===== src/rtl/vga_timing_gen.sv =====
// rtl/vga_timing_gen.sv - VGA raster timing: registered x/y, hsync, vsync, blank_n and start pulses
// Optional VGA_TIMING_FRAME_CNT_EN adds a 16-bit frame counter output.
module vga_timing_gen #(
    parameter int H_ACTIVE = 640,
    parameter int H_FP     = 16,
    parameter int H_SYNC   = 96,
    parameter int H_BP     = 48,
    parameter int V_ACTIVE = 480,
    parameter int V_FP     = 10,
    parameter int V_SYNC   = 2,
    parameter int V_BP     = 33,
    parameter bit HS_POL   = 1'b0,
    parameter bit VS_POL   = 1'b0
) (
    input  logic        clk,
    input  logic        rst_n,
    input  logic        en,
    output logic [9:0]  x,
    output logic [9:0]  y,
    output logic        hsync,
    output logic        vsync,
    output logic        blank_n,
    output logic        line_start,
    output logic        frame_start
`ifdef VGA_TIMING_FRAME_CNT_EN
    ,
    output logic [15:0] frame_cnt
`endif
);

    localparam int H_TOTAL = H_ACTIVE + H_FP + H_SYNC + H_BP;
    localparam int V_TOTAL = V_ACTIVE + V_FP + V_SYNC + V_BP;

    // 11-bit bounds so a sync window ending exactly at 1024 still compares correctly
    localparam logic [10:0] H_ACT_END = 11'(H_ACTIVE);
    localparam logic [10:0] HS_BEGIN  = 11'(H_ACTIVE + H_FP);
    localparam logic [10:0] HS_END    = 11'(H_ACTIVE + H_FP + H_SYNC);
    localparam logic [10:0] V_ACT_END = 11'(V_ACTIVE);
    localparam logic [10:0] VS_BEGIN  = 11'(V_ACTIVE + V_FP);
    localparam logic [10:0] VS_END    = 11'(V_ACTIVE + V_FP + V_SYNC);
    localparam logic [9:0]  H_LAST    = 10'(H_TOTAL - 1);
    localparam logic [9:0]  V_LAST    = 10'(V_TOTAL - 1);

    // hcnt/vcnt address the pixel that the next enabled edge will present
    logic [9:0] hcnt;
    logic [9:0] vcnt;
    logic       h_wrap;
    logic       v_wrap;
    logic       hs_act;
    logic       vs_act;
    logic       vis;

    always_comb begin
        h_wrap = (hcnt == H_LAST);
        v_wrap = (vcnt == V_LAST);
        hs_act = ({1'b0, hcnt} >= HS_BEGIN) && ({1'b0, hcnt} < HS_END);
        vs_act = ({1'b0, vcnt} >= VS_BEGIN) && ({1'b0, vcnt} < VS_END);
        vis    = ({1'b0, hcnt} < H_ACT_END) && ({1'b0, vcnt} < V_ACT_END);
    end

    always_ff @(posedge clk or negedge rst_n) begin
        if (!rst_n) begin
            hcnt <= '0;
            vcnt <= '0;
        end else if (en) begin
            if (h_wrap) begin
                hcnt <= '0;
                vcnt <= v_wrap ? 10'd0 : vcnt + 10'd1;
            end else begin
                hcnt <= hcnt + 10'd1;
            end
        end
    end

    always_ff @(posedge clk or negedge rst_n) begin
        if (!rst_n) begin
            x           <= '0;
            y           <= '0;
            hsync       <= ~HS_POL;
            vsync       <= ~VS_POL;
            blank_n     <= 1'b0;
            line_start  <= 1'b0;
            frame_start <= 1'b0;
        end else if (en) begin
            x           <= hcnt;
            y           <= vcnt;
            hsync       <= hs_act ? HS_POL : ~HS_POL;
            vsync       <= vs_act ? VS_POL : ~VS_POL;
            blank_n     <= vis;
            line_start  <= (hcnt == 10'd0);
            frame_start <= (hcnt == 10'd0) && (vcnt == 10'd0);
        end else begin
            // pulses last one clk even when en stays low for several clks
            line_start  <= 1'b0;
            frame_start <= 1'b0;
        end
    end

`ifdef VGA_TIMING_FRAME_CNT_EN
    always_ff @(posedge clk or negedge rst_n) begin
        if (!rst_n) begin
            frame_cnt <= '0;
        end else if (en && (hcnt == 10'd0) && (vcnt == 10'd0)) begin
            frame_cnt <= frame_cnt + 16'd1;
        end
    end
`endif

endmodule

===== config.mk =====
export PLATFORM = sky130hd
export DESIGN_NAME = vga_timing_gen
export DESIGN_NICKNAME = d
export VERILOG_FILES = /design/src/rtl/vga_timing_gen.sv
export SDC_FILE = /design/constraint.sdc
export NUM_CORES = 1
export LEC_CHECK = 0
export CORE_ASPECT_RATIO = 0.8
export CORE_MARGIN = 3
export CORE_UTILIZATION = 58
export DETAILED_ROUTE_END_ITERATION = 12
export PLACE_DENSITY = 0.91
export SYNTH_ARGS = -nofsm -noshare
export SYNTH_HDL_FRONTEND = slang
export SYNTH_SLANG_ARGS = --single-unit

===== constraint.sdc =====
create_clock -name clk -period 4.55 [get_ports clk]
set_input_delay 0.91 -clock clk [delete_from_list [all_inputs] [get_ports clk]]
set_output_delay 0.91 -clock clk [all_outputs]
set_load 0.03 [all_outputs]

Yosys cells after proc, flatten, opt, wreduce, memory -nomap -nowiden
Cells that the tools add are included.

cells by class
  bitwise logic cells = 0
  reduce and logical (&&, ||, !) cells = 7
  equality and inequality tests = 2
  $lt $le $gt $ge = 6
  mux-type cells = 6
  divide/modulo/power cells = 0
  multiply operators = 0
  shift-type cells = 0
  add/subtract/negate cells = 2

operator list
  kind                   number
  $add 10x1->10 const B  2
  $eq 10x10->1 const B   2
  $logic_not 10->1       2
  $lt 10x10->1 const B   2
  $lt 10x9->1 const B    2
  $mux 10                2
  $ge 10x10->1 const B   1
  $ge 10x9->1 const B    1
  $logic_and 1x1->1      4
  $mux 1                 4
  $reduce_and 2->1       1

word-level totals
  latch bits = 0
  output and inout port bits = 25
  flip-flop bits (word level) = 45
  memories kept = 0
  input port bits = 3
  RAM bits = 0
  ROM bits = 0

Longest topological paths before layout
  depth in word-level cells = 3
  mapped depth = 7

Least setup slack after synthesis
OpenSTA, ideal clock, no wires.

  path type = input to register
  start = input port en
  end = register vcnt[9]
  arrival = 1.951 ns
  path slack = 2.512 ns
  library setup time = 0.087 ns
  buffers on the path = 1
  stages = 5
  cell sequence = and4_1 > buf_4 > nand3_4 > or4_1 > a22oi_1

between the ends
  longest elaborated chain between the ends = 1

RTL lines
  element                            RTL line  text
  from (decl)                        17        input logic en,
  $reduce_and 2->1 (no source line)  --
  to (signal assigned)               68        vcnt <= v_wrap ? 10'd0 : vcnt + 10'd1;
  to (decl)                          46        logic [9:0] vcnt;

Every way passes these cells.
A chain may end at the register's enable or synchronous reset.

Final worst setup path
Same ends and word-level chain as after synthesis.

==> impl_metrics.tcl <==
set metrics [dict create \
    route.detailed.drc 0 \
    antenna_found_initial 0 \
    gr-total-overflow 0 \
    maxCapViolations 0 \
    coreArea_um2 3220 \
    reg2reg_setup_slack_ps 2600 \
    die_y_um 58.9 \
    io_pins 28 \
    dieArea_um2 4250 \
    firstDrtPassIters 4 \
    cts_sinks 45 \
    fmax_mhz 364 \
    ys_async_sr_fraction_pct 100 \
    synthDistinctLibCells 34 \
    area_delta_synth_final_pct 18.1 \
    status "completed" \
    reg2reg_to "vcnt[9]" \
    wl_per_cell_um 16.6 \
    cts_buffer_depth 2 \
    cp_cell_sequence "clkdlybuf4s50_1 -> buf_4 -> and4_1 -> nand3_4 -> or4_1 -> a22oi_1" \
    synth-edff-count 0 \
    yosysTopAreaCell "dfrtp_1" \
    cts_hold_buf 0 \
    power_leakage_nw 1.09 \
    grt_max_degree 46 \
    hold_violations 0 \
    reg2reg_from "hcnt[0]" \
    worstHoldPathType "reg -> reg" \
    worst_slack_ps 1800 \
    routed_via_density 5.99 \
    critical_path_arrival_ps 2970 \
    yosysSeqAreaShare_pct 55.6 \
    synth_fp_nets 181 \
    clk_latency_ps 300 \
    synth_seq_cells 45 \
    grt_pass1_vias 1471 \
    start_util_pct 63.0 \
    antennaDiodeCount 0 \
    vias 1444 \
    cts_resized 0 \
    drv_slew 0 \
    min_delay_path_depth 2 \
    peakVddDrop_uv 309 \
    die_width_um 72.1 \
    cts_made_buffers 5 \
    preCtsSetupSlack_ps 1510 \
    drt-initial-drc-count 159 \
    rsz0062_at_grt "false" \
    worst-path-buf-inv 2 \
    grt_pass1_wl_mm 7.22 \
    skew_ps 8.72 \
    avgSynthCellArea_um2 11.7 \
    path_clk_slew_ps 90 \
    crit_type "in -> reg" \
    endpoint_kind "register" \
    synth.most_common_cell "dfrtp_1" \
    ys.flop_type "dfrtp_1" \
    ctsRootBufferMaster "clkbuf_8" \
    ys_warn_count 0 \
    fin_crit_sh_pct 60.3 \
    routed_wl_mm 4.00 \
    slew_headroom_pct 34.4 \
    setup_violations 0 \
    nNetsFinal 208 \
    gp_congestion 0.951 \
    yosysTopAreaCellShare_pct 53.0 \
    slowest_delay_ps 530 \
    synth_area_leaders "dfrtp_1 (53%), mux2_2 (11%), nand3_1 (3.5%)" \
    syn_inst 173 \
    cpLargestDelayFamily "simple AND/OR/NAND/NOR gates" \
    critPathLaunchType "input pin" \
    rows 18 \
    slowest_stage "or4_1" \
    cts_tree "built" \
    hold_path_end "vsync" \
    reg2reg_depth 5 \
    tightest_slew_ps 984 \
    port_buffers 27 \
    hp-start "vsync" \
    required_ps 4770 \
    cp_max_fo 33 \
    finalCriticalPeriod_ps 2750 \
    drive_above_1_share_pct 16.4 \
    place_inst 233 \
    postCtsSetupBuffers 0 \
    final_antenna_net_count 0 \
    synth_commonest_cells "dfrtp_1 (43), mux2_2 (20), nand3_1 (14)" \
    final_cells 241 \
    finalSetupTns_ps 0 \
    detailedPlacementHpwl_mm 2.72 \
    powerDensity_nw_per_um2 388 \
    synth_area_um2 2030 \
    track_usage_pct 22.4 \
    htreeDepth 2 \
]
==> layer usage <==
metal	routed length, µm	GRT usage, %
met4	45	7.24
met1	1830	30.9
met2	1940	34.0
met3	186	7.17
met5	0	0
==> kinds of logic (layout without fill, tap and decap cells) <==
group,count (synthesis),after routing,share of synthesized area [%]
muxes,21,21,11.6
xor gates and xnor gates,10,10,4.32
DFF,45,45,55.6
buffers and inverters,14,42,3.14
AOI/OAI and AO/OA,17,17,4.75
and+or+nand+nor,61,61,17.5
adders and majority gates,5,5,3.08
==> where the power goes <==
part,internal (mW),switching [mW]
Sequential,0.444,0.0509
Combinational,0.0853,0.106
Clock,0.106,0.137
Total,0.636,0.294
==> area by class of cell <==
cell class              instances  area, µm²
repair buffers                 28        273
clock inverters                 3       17.5
fillers                       209        823
inverters                       6       22.5
clock buffers                   5       68.8
flip-flops and latches         45       1130
well taps                      40       50.0
multi-input cells             114        837
==> worst max path at each step <==
stage	from	to	slack (ps)	cells after the start
CTS	en	vcnt[9]	1820	6
finish	en	vcnt[9]	1800	6
detailed placement	en	vcnt[9]	1510	6
floorplan	en	vcnt[9]	2510	5
global route	en	vcnt[8]	1710	6
global placement	en	vcnt[9]	1590	6
==> worst min-delay path, stage by stage, from the launching register on <==
cell	delay, ps
dfstp_2	380
nor2_1	70
a21oi_1	50
==> placed cells by master, fill, tap and decap left out, drive strengths merged, types with 2 or more instances in the layout <==
| master | instances |
|---|---|
| or4 | 2 |
| nor4 | 2 |
| buf | 2 |
| xor2 | 6 |
| xnor2 | 4 |
| a21oi | 4 |
| and3 | 7 |
| nor4b | 2 |
| clkdlybuf4s50 | 26 |
| clkinv | 2 |
| dfstp | 2 |
| nor3 | 3 |
| nor2 | 7 |
| nand4 | 5 |
| and4 | 3 |
| nand2 | 8 |
| nor2b | 3 |
| nand3 | 15 |
| o21ai | 9 |
| inv | 6 |
| mux2 | 20 |
| clkbuf | 5 |
| ha | 5 |
| dfrtp | 43 |
==> flip-flops by register name, summed over array words and instances, names as in the netlist <==
signal       count
frame_start      1
vsync            1
blank_n          1
y               10
line_start       1
hsync            1
hcnt            10
vcnt            10
x               10
==> metrics by stage <==
step           hold slack (ps)  power (mW)  utilization (%)  cell area (µm²)
2_1_floorplan              471       0.621                -             2030
3_3_place_gp               481       0.686             71.8             2310
3_5_place_dp               482       0.695             71.8             2310
4_1_cts                    495       0.938             74.4             2400
5_1_grt                    528       0.987             74.4             2400
6_report                   495       0.930             74.4             2400
No activity file was read; power rests on OpenSTA's default activity.
==> edit 1, RTL diff (same flow settings) <==
Build with the macro `VGA_TIMING_FRAME_CNT_EN` defined.
--- a/src/rtl/vga_timing_gen.sv
+++ b/src/rtl/vga_timing_gen.sv
@@ -2,2 +2,4 @@
 // Optional VGA_TIMING_FRAME_CNT_EN adds a 16-bit frame counter output.
+`define VGA_TIMING_FRAME_CNT_EN
+
 module vga_timing_gen #(
Behaviour (old outputs only; new: frame_cnt): unchanged (Yosys induction, for registers that start in step).
==> edit 1 against the unedited design <==
- fmax fell by 8.1%
- register-to-register slack got worse by 0.20 ns
- synthesized cell count rose by 37%
- cell area increased by 43%
- die area up 33%
- first-iteration DRC count is 52% lower
- sequential cell count rose by 16
- combinational power is 12% higher
- setup slack got worse by 0.24 ns
- cell count rose by 44%
- total power increased by 37%
- area after synthesis grew 37%
- routed wire length rose by 40%
- critical endpoint is now vcnt[7]
- largest cell class unchanged
==> edit 1: results (changes against the unedited design) <==
| Metric | Value |
|---|---|
| Status | finished, final reports clean |
| Iter 0 DRT Violations | 77 (-52%) |
| Cts repair resizes | 0 (unchanged) |
| Peak VDD IR | 0.334 mV (+8.2%) |
| Placed cells | 333 (+43%) |
| Post-synth top flop | dfrtp_1 |
| Worst Hold Path Cells | 1 (-1) |
| Global-route wire length before repair | 9.73 mm (+35%) |
| Pwr Density | 370 nW/um2 (-4.6%) |
| Crit path max fanout | 20 (-39%) |
| Largest net degree at the start of global routing | 40 (-13%) |
| Post-route clock skew | 0.00974 ns (+0.00102 ns) |
| Clk_lat worst skew | 0.34 ns (+0.04 ns) |
| Largest cells by area after synthesis | dfrtp_1, mux2_2, xnor2_1 |
| # fillers | 279 (+33%) |
| Post-CTS setup buffers | 0 (unchanged) |
| Min-Delay Path Class | flop to flop |
| Syn nets | 246 (+36%) |
| Worst slack at placement | 1.23 ns (-0.276 ns) |
| Critical path data arrival time | 3.25 ns (+0.28 ns) |
| Top reg by flops | frame_cnt |
| Initial antenna violation count | 0 (unchanged) |
| Clock Power Share | 0.330 (+0.068) |
| Clock Pin Slew Worst Setup and Hold Paths | 0.07 ns (-0.02 ns) |
| Synth unique cells | 38 (+12%) |
| Synth warn | 0 (unchanged) |
| Post-synth top cells | dfrtp_1, mux2_2, nor2_1, nand2_1, xnor2_1 |
| Compound-Gate Fraction of Synth Area | 0.0393 (-0.00821) |
| # diodes | 0 (unchanged) |
| Nets@finish | 296 (+42%) |
| Share of layout cells above drive strength 1 | 0.168 (+0.00421) |
| DRT Pass-1 Iters | 4 (unchanged) |
| Pleak | 1.57 nW (+44%) |
| Slew headroom | 0.467 (+0.123) |
| Die area | 5650 um2 (+33%) |
| Post-DR wirelength/cell | 16.1 um (-3.0%) |
| Gp weighted congestion | 0.863 (-9.2%) |
| CTS H-tree lvls | 3 (+1) |
| Area after DPL | 3260 um2 (+41%) |
| Mux share of post-synthesis cell area | 0.0853 (-0.0306) |
| Hpwl dp | 3.87 mm (+42%) |
| Post-synthesis sequential area ratio | 0.551 (-0.00466) |
| Switch share | 0.290 (-0.0266) |
| Asr flop ratio synth | 1.00 (unchanged) |
| Synth Area in XOR/XNOR | 0.0848 (+0.0417) |
| Comb pwr share | 0.168 (-0.038) |
| Global Route Usage Sum | 0.225 (+0.000449) |
| Post-synthesis adder-cell area fraction | 0.0271 (-0.00375) |
| CTS buffer count | 9 (+4) |
| Syn Inst Count | 237 (+37%) |
| Vias | 1985 (+37%) |
| Largest register FFs | 16 |
| Vias in the first global route | 2044 (+39%) |
| Buffers on Ports | 43 (+59%) |
| Avg Vias per Cell | 5.70 (-4.8%) |
| Worst R2R Path Depth | 5 (unchanged) |
## edit 1: changes by cell type after synthesis, sizes merged, moves of 5 or more
cell   before  now
nand4       5   10
dfrtp      43   59
xnor2       4   15
xor2        6   11
nor3        3    9
nand2       8   16
nor2        7   17
buf         7    2
## edit 1: layer usage
| metal | share of wire | track usage | routed length [um] | up-vias |
|---|---|---|---|---|
| li1 | - | - | - | 930 |
| met1 | 0.45 | 0.285 | 2540 | 998 |
| met2 | 0.48 | 0.361 | 2670 | 53 |
| met3 | 0.060 | 0.0818 | 337 | 4 |
| met4 | 0.0086 | 0.0837 | 48 | 0 |
| met5 | 0 | 0 | 0 | - |
## edit 1: cell families after synthesis
family / Yosys count
AO/OA/AOI/OAI: 19
flip-flops: 61
buffers and inverters: 16
adder cells (fa/ha/maj): 6
XOR/XNOR: 26
AND/OR/NAND/NOR: 88
multiplexers: 21
## edit 1: layout make-up
class / count / area [um2] / share of cell area
Sequential cell: 61 / 1530 / 0.445
Multi-Input combinational cell: 160 / 1180 / 0.344
Timing Repair Buffer: 46 / 448 / 0.131
Clock buffer: 13 / 159 / 0.0463
Tap cell: 57 / 71.3 / 0.0208
Inverter: 9 / 33.8 / 0.00984
Clock inverter: 2 / 10.0 / 0.00292
## edit 1: worst paths after layout
kind / to / slack, ns / from
max: vcnt[7] / 1.56 / en
min: frame_cnt[15] / 0.49 / frame_cnt[15]
max reg2reg: vcnt[7] / 2.40 / hcnt[6]
min reg2reg: frame_cnt[15] / 0.49 / frame_cnt[15]
max in group asynchronous: hsync / 3.11 / rst_n
min in group asynchronous: frame_cnt[15] / 0.53 / rst_n
## edit 1: worst max-delay path: stages
cell and delay, ns:
clkdlybuf4s50_1 0.99, nand3_1 0.27, nor3_2 0.42, nand4_1 0.30, nor2_1 0.19, xor2_1 0.18
==> edit 2, RTL diff (same flow settings) <==
Made on the original files. One comparison of `hcnt` changes from == to >=.
--- a/src/rtl/vga_timing_gen.sv
+++ b/src/rtl/vga_timing_gen.sv
@@ -53,3 +53,3 @@
     always_comb begin
-        h_wrap = (hcnt == H_LAST);
+        h_wrap = (hcnt >= H_LAST);
         v_wrap = (vcnt == V_LAST);
Check against the original RTL: no difference found for any inputs over 10 cycles, from zero or initial values and one cycle with rst_n low; that may be too few to reach the edited logic, so the function may still have changed.
==> edit 2 against the unedited design <==
- routed wire length increased by 9.1%
- cell area increased by 5.6%
- largest cell class unchanged
- setup slack better by 0.33 ns
- sequential cell count is the same
- utilization fell by 2.5 points
- total power is 16% higher
- highest routed layer unchanged
- combinational power increased by 42%
- area after synthesis rose by 7.3%
==> edit 2: results (changes against the unedited design) <==
| Metric | Value |
|---|---|
| Net Sw Power | 0.000369 W (+25%) |
| Crit path max fanout | 2 (-94%) |
| Compound-Gate Fraction of Synth Area | 0.105 (+0.0571) |
| Hpwl dp | 3.06 mm (+13%) |
| Crit path capture | vsync |
| Synth Area in XOR/XNOR | 0.0362 (-0.00697) |
| Vias | 1620 (+12%) |
| Syn nets | 196 (+8.3%) |
| Pleak | 1.09 nW (-0.66%) |
| Post-synthesis adder-cell area fraction | 0.0287 (-0.00211) |
| Crit-path max cell delay | 0.67 ns (+0.14 ns) |
| Crit path max-delay family | buffers and inverters |
| Status | finished, final reports clean |
| R2R setup slack | 2.49 ns (-0.11 ns) |
| Post-synthesis sequential area ratio | 0.518 (-0.0380) |
| Iter 0 DRT Violations | 150 (-5.7%) |
| Synth unique cells | 51 (+50%) |
| Comb pwr share | 0.252 (+0.046) |
| Nets@finish | 221 (+6.3%) |
| Critical path data arrival time | 1.51 ns (-1.46 ns) |
| Post-route clock skew | 0.00969 ns (+0.000974 ns) |
| Worst slack at placement | 1.89 ns (+0.375 ns) |
| Post-synth top cells | dfrtp_1, mux2_2, nor2_1, nand2_1, nand3_1 |
| Max frequency | 0.414 GHz (+14%) |
| Final wirelength | 4.36 mm (+9.1%) |
| Gp weighted congestion | 0.882 (-7.2%) |
| Mux share of post-synthesis cell area | 0.103 (-0.0131) |
| Crit Reg-Reg Endpoint | vcnt[8] |
| Slowest library cell on the worst path | clkdlybuf4s50_1 |
edit 2: metal layers:
layer  GRT usage  vias up  routed length, um
met4      0.0609        0                 57
met3      0.0646        9                304
met2       0.330       75               1980
met5           0        -                  0
li1            -      726                  -
met1       0.322      810               2020
edit 2: final cells by class:
type / instances / area share
Sequential cell: 45 / 0.446
Multi-Input combinational cell: 125 / 0.374
Timing Repair Buffer: 28 / 0.108
Clock buffer: 7 / 0.0381
Tap cell: 42 / 0.0208
Inverter: 8 / 0.0119
Clock inverter: 1 / 0.00198
edit 2: metrics by stage:
step | total power, W | hold slack (ns) | cell area (um2) | std cells
after floorplan | 0.000719 | 0.482 | 2180 | 188
after global placement | 0.000798 | 0.478 | 2430 | 248
after detailed placement | 0.000808 | 0.495 | 2430 | 248
after CTS | 0.00108 | 0.511 | 2530 | 256
after global routing | 0.00112 | 0.537 | 2530 | 256
final | 0.00107 | 0.507 | 2530 | 256
